**src/rtl/hsv_to_rgb.sv**
```systemverilog
// Six-stage pipelined HSV -> RGB converter, one pixel per clock, fixed latency.
// Sideband and valid travel alongside the pixel; outputs hold while out_valid is low.
module hsv_to_rgb #(
    parameter int SB_W  = 3,
    parameter int ROUND = 1
) (
    input  logic            clk,
    input  logic            reset_b,
    input  logic            in_valid,
    input  logic [8:0]      H,
    input  logic [10:0]     S,
    input  logic [7:0]      V,
    input  logic [SB_W-1:0] in_sb,
    output logic            out_valid,
    output logic [7:0]      r,
    output logic [7:0]      g,
    output logic [7:0]      b,
    output logic [SB_W-1:0] out_sb
);
    localparam int LATENCY = 6;
    localparam logic [16:0] HALF_60   = 17'(30 * ROUND);
    localparam logic [19:0] HALF_2048 = 20'(1024 * ROUND);

    // floor(x/60) == floor(floor(x/4)/15); 559241/2^23 ~ 1/15 stays exact for x/4 < 79891
    function automatic logic [11:0] div60(input logic [16:0] x);
        return 12'(((35'(x) >> 2) * 35'd559241) >> 23);
    endfunction

    function automatic logic [7:0] scale_sat(input logic [18:0] x);
        logic [8:0] q;
        q = 9'(({1'b0, x} + HALF_2048) >> 11);
        return (q > 9'd255) ? 8'd255 : q[7:0];
    endfunction

    logic [LATENCY-2:0] vld;

    logic [8:0]  h1;
    logic [11:0] s1, s2, s3, s4;
    logic [7:0]  v1, v2, v3, v4, v5;
    logic [2:0]  sector2, sector3, sector4, sector5;
    logic [5:0]  f2;
    logic [16:0] m1_3, m2_3;
    logic [11:0] div_a4, div_b4;
    logic [18:0] p5, q5, t5;
    logic [SB_W-1:0] sb1, sb2, sb3, sb4, sb5;

    // Hue sector by compare chain; the remainder is the offset inside the sector.
    logic [2:0] sector_c;
    logic [8:0] base_c;
    logic [8:0] f_c;
    always_comb begin
        sector_c = 3'd0;
        base_c   = 9'd0;
        if      (h1 >= 9'd300) begin sector_c = 3'd5; base_c = 9'd300; end
        else if (h1 >= 9'd240) begin sector_c = 3'd4; base_c = 9'd240; end
        else if (h1 >= 9'd180) begin sector_c = 3'd3; base_c = 9'd180; end
        else if (h1 >= 9'd120) begin sector_c = 3'd2; base_c = 9'd120; end
        else if (h1 >= 9'd60)  begin sector_c = 3'd1; base_c = 9'd60;  end
        f_c = h1 - base_c;
    end

    // NOTE: only the valid chain and the outputs need reset; data registers are don't-care until valid arrives.
    always_ff @(posedge clk or negedge reset_b) begin
        if (!reset_b) vld <= '0;
        else          vld <= {vld[LATENCY-3:0], in_valid};
    end

    // NOTE: every clocked assignment is non-blocking so stages read the previous cycle's values.
    always_ff @(posedge clk) begin
        h1  <= (H >= 9'd360) ? H - 9'd360 : H;
        s1  <= (S == 11'd2047) ? 12'd2048 : {1'b0, S};
        v1  <= V;
        sb1 <= in_sb;

        sector2 <= sector_c;
        f2      <= f_c[5:0];
        s2      <= s1;
        v2      <= v1;
        sb2     <= sb1;

        m1_3    <= 17'(s2) * 17'(f2);
        m2_3    <= 17'(s2) * 17'(6'd60 - f2);
        s3      <= s2;
        v3      <= v2;
        sector3 <= sector2;
        sb3     <= sb2;

        div_a4  <= div60(m1_3 + HALF_60);
        div_b4  <= div60(m2_3 + HALF_60);
        s4      <= s3;
        v4      <= v3;
        sector4 <= sector3;
        sb4     <= sb3;

        p5      <= 19'(v4) * 19'(12'd2048 - s4);
        q5      <= 19'(v4) * 19'(12'd2048 - div_a4);
        t5      <= 19'(v4) * 19'(12'd2048 - div_b4);
        v5      <= v4;
        sector5 <= sector4;
        sb5     <= sb4;
    end

    logic [7:0] p_c, q_c, t_c;
    logic [7:0] r_c, g_c, b_c;
    always_comb begin
        p_c = scale_sat(p5);
        q_c = scale_sat(q5);
        t_c = scale_sat(t5);
        r_c = 8'd0;
        g_c = 8'd0;
        b_c = 8'd0;
        case (sector5)
            3'd0: begin r_c = v5;  g_c = t_c; b_c = p_c; end
            3'd1: begin r_c = q_c; g_c = v5;  b_c = p_c; end
            3'd2: begin r_c = p_c; g_c = v5;  b_c = t_c; end
            3'd3: begin r_c = p_c; g_c = q_c; b_c = v5;  end
            3'd4: begin r_c = t_c; g_c = p_c; b_c = v5;  end
            3'd5: begin r_c = v5;  g_c = p_c; b_c = q_c; end
            default: ;
        endcase
    end

    always_ff @(posedge clk or negedge reset_b) begin
        if (!reset_b) begin
            out_valid <= 1'b0;
            r         <= 8'd0;
            g         <= 8'd0;
            b         <= 8'd0;
            out_sb    <= '0;
        end else begin
            out_valid <= vld[LATENCY-2];
            if (vld[LATENCY-2]) begin
                r      <= r_c;
                g      <= g_c;
                b      <= b_c;
                out_sb <= sb5;
            end
        end
    end
endmodule

```
**config.mk**
```make
export PLATFORM = sky130hd
export DESIGN_NAME = hsv_to_rgb
export DESIGN_NICKNAME = d
export VERILOG_FILES = /design/src/rtl/hsv_to_rgb.sv
export SDC_FILE = /design/constraint.sdc
export NUM_CORES = 2
export LEC_CHECK = 0
export CORE_ASPECT_RATIO = 0.9
export CORE_MARGIN = 4
export CORE_UTILIZATION = 50
export DETAILED_ROUTE_END_ITERATION = 8
export PLACE_DENSITY_LB_ADDON = 0.15
export SLEW_MARGIN = 20
export SYNTH_ARGS = -nofsm -noshare
export SYNTH_HDL_FRONTEND = slang
export SYNTH_SLANG_ARGS = --single-unit
```
**constraint.sdc**
```tcl
create_clock -name clk -period 6.75 [get_ports clk]
set_input_delay 1.6875 -clock clk [delete_from_list [all_inputs] [get_ports clk]]
set_output_delay 1.6875 -clock clk [all_outputs]
set_load 0.02 [all_outputs]
```
==> run metrics <==
clock buffer depth=3; CTS root buffer=clkbuf_16; first-pass GRT wire length=97.1 mm; Tcrit/Tclk final=0.902; core footprint=0.0532 mm2; H-tree depth=1; CTS sink count=246; Setup TNS Final=0 ps; Critical Path Source Type=flop; drt initial violations=801; top_reg_cell synth=dfxtp_1; # Post-CTS Setup Buffers=0; router iterations before antenna repair=5; initial antenna violation count=1; final net count=3698; vias in the first global route=19988; r2r endpoint=div_b4[11]; DRT antenna net count=0; Port Buffers=61; P&R area growth vs syn=8.58%; Cell variety after synth=56; Period minus WS final=6090 ps; post-synthesis cell count=2899; max-slew violation count=0; CP Buf/Inv Count=2; Final Hold Viols=0; vias per std cell=5.13; CTS tree=done; I/O Pins=62; Min-Delay Endpoint=s2[7]; crit path launch=m2_3[7]; final setup fails=0; gp weighted congestion=0.851; layout cells sized above 1=0.0419; total of fill cells in the finished design=4804; Reg clk slew, reported paths=60 ps; WL per Instance=15.1 um; HPWL Detailed=45.5 mm; n_diodes=0; clock insertion delay at the later pin of the skew report=550 ps; total die area=0.0577 mm2; GR Overflow Total=0; Top delay family on crit path=adder cells; Fmax achieved=0.164 GHz; Synth Area per Inst=9.30 um2; DR vias=18776; Slew headroom=0.259; warning count from the yosys run=0; row cnt=80; EDFF count, synth=0; RSZ-0062 raised after global routing=no; synthesized flop and latch total=246; mapped cell area=0.0270 mm2; global-route usage over all layers=0.200; Synth area leaders=fa_1 27%, ha_1 17%, dfxtp_1 16%; CTS Hold Buffers Added=0; Register-to-Register Path Depth=23; clock skew=14.6 ps; slowest CP cell=fa_1; Synth top area share=0.268; status=finished, final reports clean; CP required=7230 ps; Die W=253 um; fraction of registers with async set/reset=0.134; CTS Buf Count=27; Register-to-Register Setup Slack=660 ps; CP cell instances=and3_1 -> nand4_1 -> or2_2 -> nor2_1 -> nand3_1 -> xnor2_1 -> ha_1 -> fa_1 -> inv_1 -> fa_1 -> fa_1 -> inv_1 -> ha_1 -> ha_1 -> a21o_1 -> a211o_1 -> o211ai_1 -> a21oi_1 -> a2111oi_4 -> o21ai_2 -> a211o_1 -> a31oi_1 -> xnor2_1; post_cts resized=0; Least-Margin Pin Slew=1110 ps; die height=228 um; area leader, netlist=fa_1; Hold Crit Start=s1[7]; Syn Nets=3658; Setup CP Type=flop to flop; FF-to-FF Start=m2_3[7]; Largest stage delay, worst path=540 ps; sequential-to-total area share from yosys stat=0.189; HP Class=flop to flop; largest net degree at the start of global routing=54; CP max FO=5; Setup crit end kind=flop; crit path DAT=6570 ps; starting density of the core=0.507; Hold Crit Depth=0; drt drc=0; max cap viols=0; final wirelength=55.3 mm
worst register-to-register path, cell delays in order (launching register included):
cell and delay (ps):
dfxtp_1 400, and3_1 210, nand4_1 110, or2_2 300, nor2_1 150, nand3_1 110
xnor2_1 320, ha_1 330, fa_1 480, inv_1 110, fa_1 450, fa_1 540
inv_1 60, ha_1 290, ha_1 210, a21o_1 190, a211o_1 300, o211ai_1 100
a21oi_1 120, a2111oi_4 440, o21ai_2 140, a211o_1 320, a31oi_1 220, xnor2_1 130
state kept, by name (all words and copies together) (netlist names), 9 cells and up:
name and flops:
div_a4 12, div_b4 12, h1 9, m1_3 16, m2_3 16, p5 9
q5 9, s1 12, s2 12, s3 12, s4 12, t5 9
cells by family after synthesis:
logic type | synth area share
flip-flops | 0.189
XOR/XNOR | 0.0594
adder cells (fa/ha/maj) | 0.437
buffers and inverters | 0.0888
multiplexers | 0.0106
AND/OR/NAND/NOR | 0.152
AO/OA/AOI/OAI | 0.0634
metal layers:
layer | GRT usage | up-vias | part of all wire
li1 | - | 9148 | -
met1 | 0.274 | 9247 | 0.46
met2 | 0.345 | 305 | 0.48
met3 | 0.0230 | 76 | 0.035
met4 | 0.0398 | 0 | 0.020
met5 | 0 | - | 0
through the flow:
stage | utilization | cell area (um2) | hold WS [ps] | setup WS, ps | std cells
2_1_floorplan | - | 27000 | 310 | 1160 | 2899
3_3_place_gp | 0.534 | 28400 | 310 | 842 | 3607
3_5_place_dp | 0.534 | 28400 | 312 | 621 | 3607
4_1_cts | 0.551 | 29300 | 326 | 614 | 3657
5_1_grt | 0.551 | 29300 | 330 | 303 | 3657
6_report | 0.551 | 29300 | 324 | 660 | 3657
synthesized netlist by cell type (7+ instances only):
cell type  instances
ha_1             364
nand2_1          255
o21ai_0           45
clkbuf_1          82
or2_2             14
o31ai_1            7
a211oi_1          12
o21a_1            19
nor2b_1           22
fa_1             361
nor3_1            31
o41ai_1            7
a31oi_1           13
nand3_1           38
inv_1            550
nor2_1           128
dfxtp_1          213
nor4_1             9
a21oi_1          101
nand4_1           13
nand2b_1          10
xnor2_1          119
and2_1           251
xor2_1            64
mux2_2            20
a21o_1            23
and3_1            21
dfrtp_1           33
layout make-up:
| type | instances | area [um2] | share of cell area |
|---|---|---|---|
| multi-input combinational | 2016 | 19500 | 0.665 |
| clock buffer | 34 | 732 | 0.0250 |
| timing repair buffer | 98 | 888 | 0.0303 |
| tap | 697 | 872 | 0.0298 |
| clock inverter | 16 | 146 | 0.00500 |
| inverter | 550 | 2060 | 0.0705 |
| sequential | 246 | 5090 | 0.174 |
placed cells by master (no fill, tap or decap), types with 64 or more instances in the layout:
cell type,count
xnor2_1,119
ha_1,364
and2_1,251
inv_1,550
fa_1,361
dfxtp_1,213
xor2_1,64
nand2_1,255
a21oi_1,101
nor2_1,128
how the worst max path moves through the flow:
stage	endpoint	slack [ps]	cells past startpoint
floorplan	div_b4[11]	1160	23
global placement	div_a4[11]	840	24
detailed placement	div_b4[11]	620	23
CTS	div_b4[11]	610	23
global route	div_b4[11]	300	23
finish	div_b4[11]	660	23
Power is not shown: default switching activity piles up to over one toggle a cycle in this logic, so the estimate is an artifact.
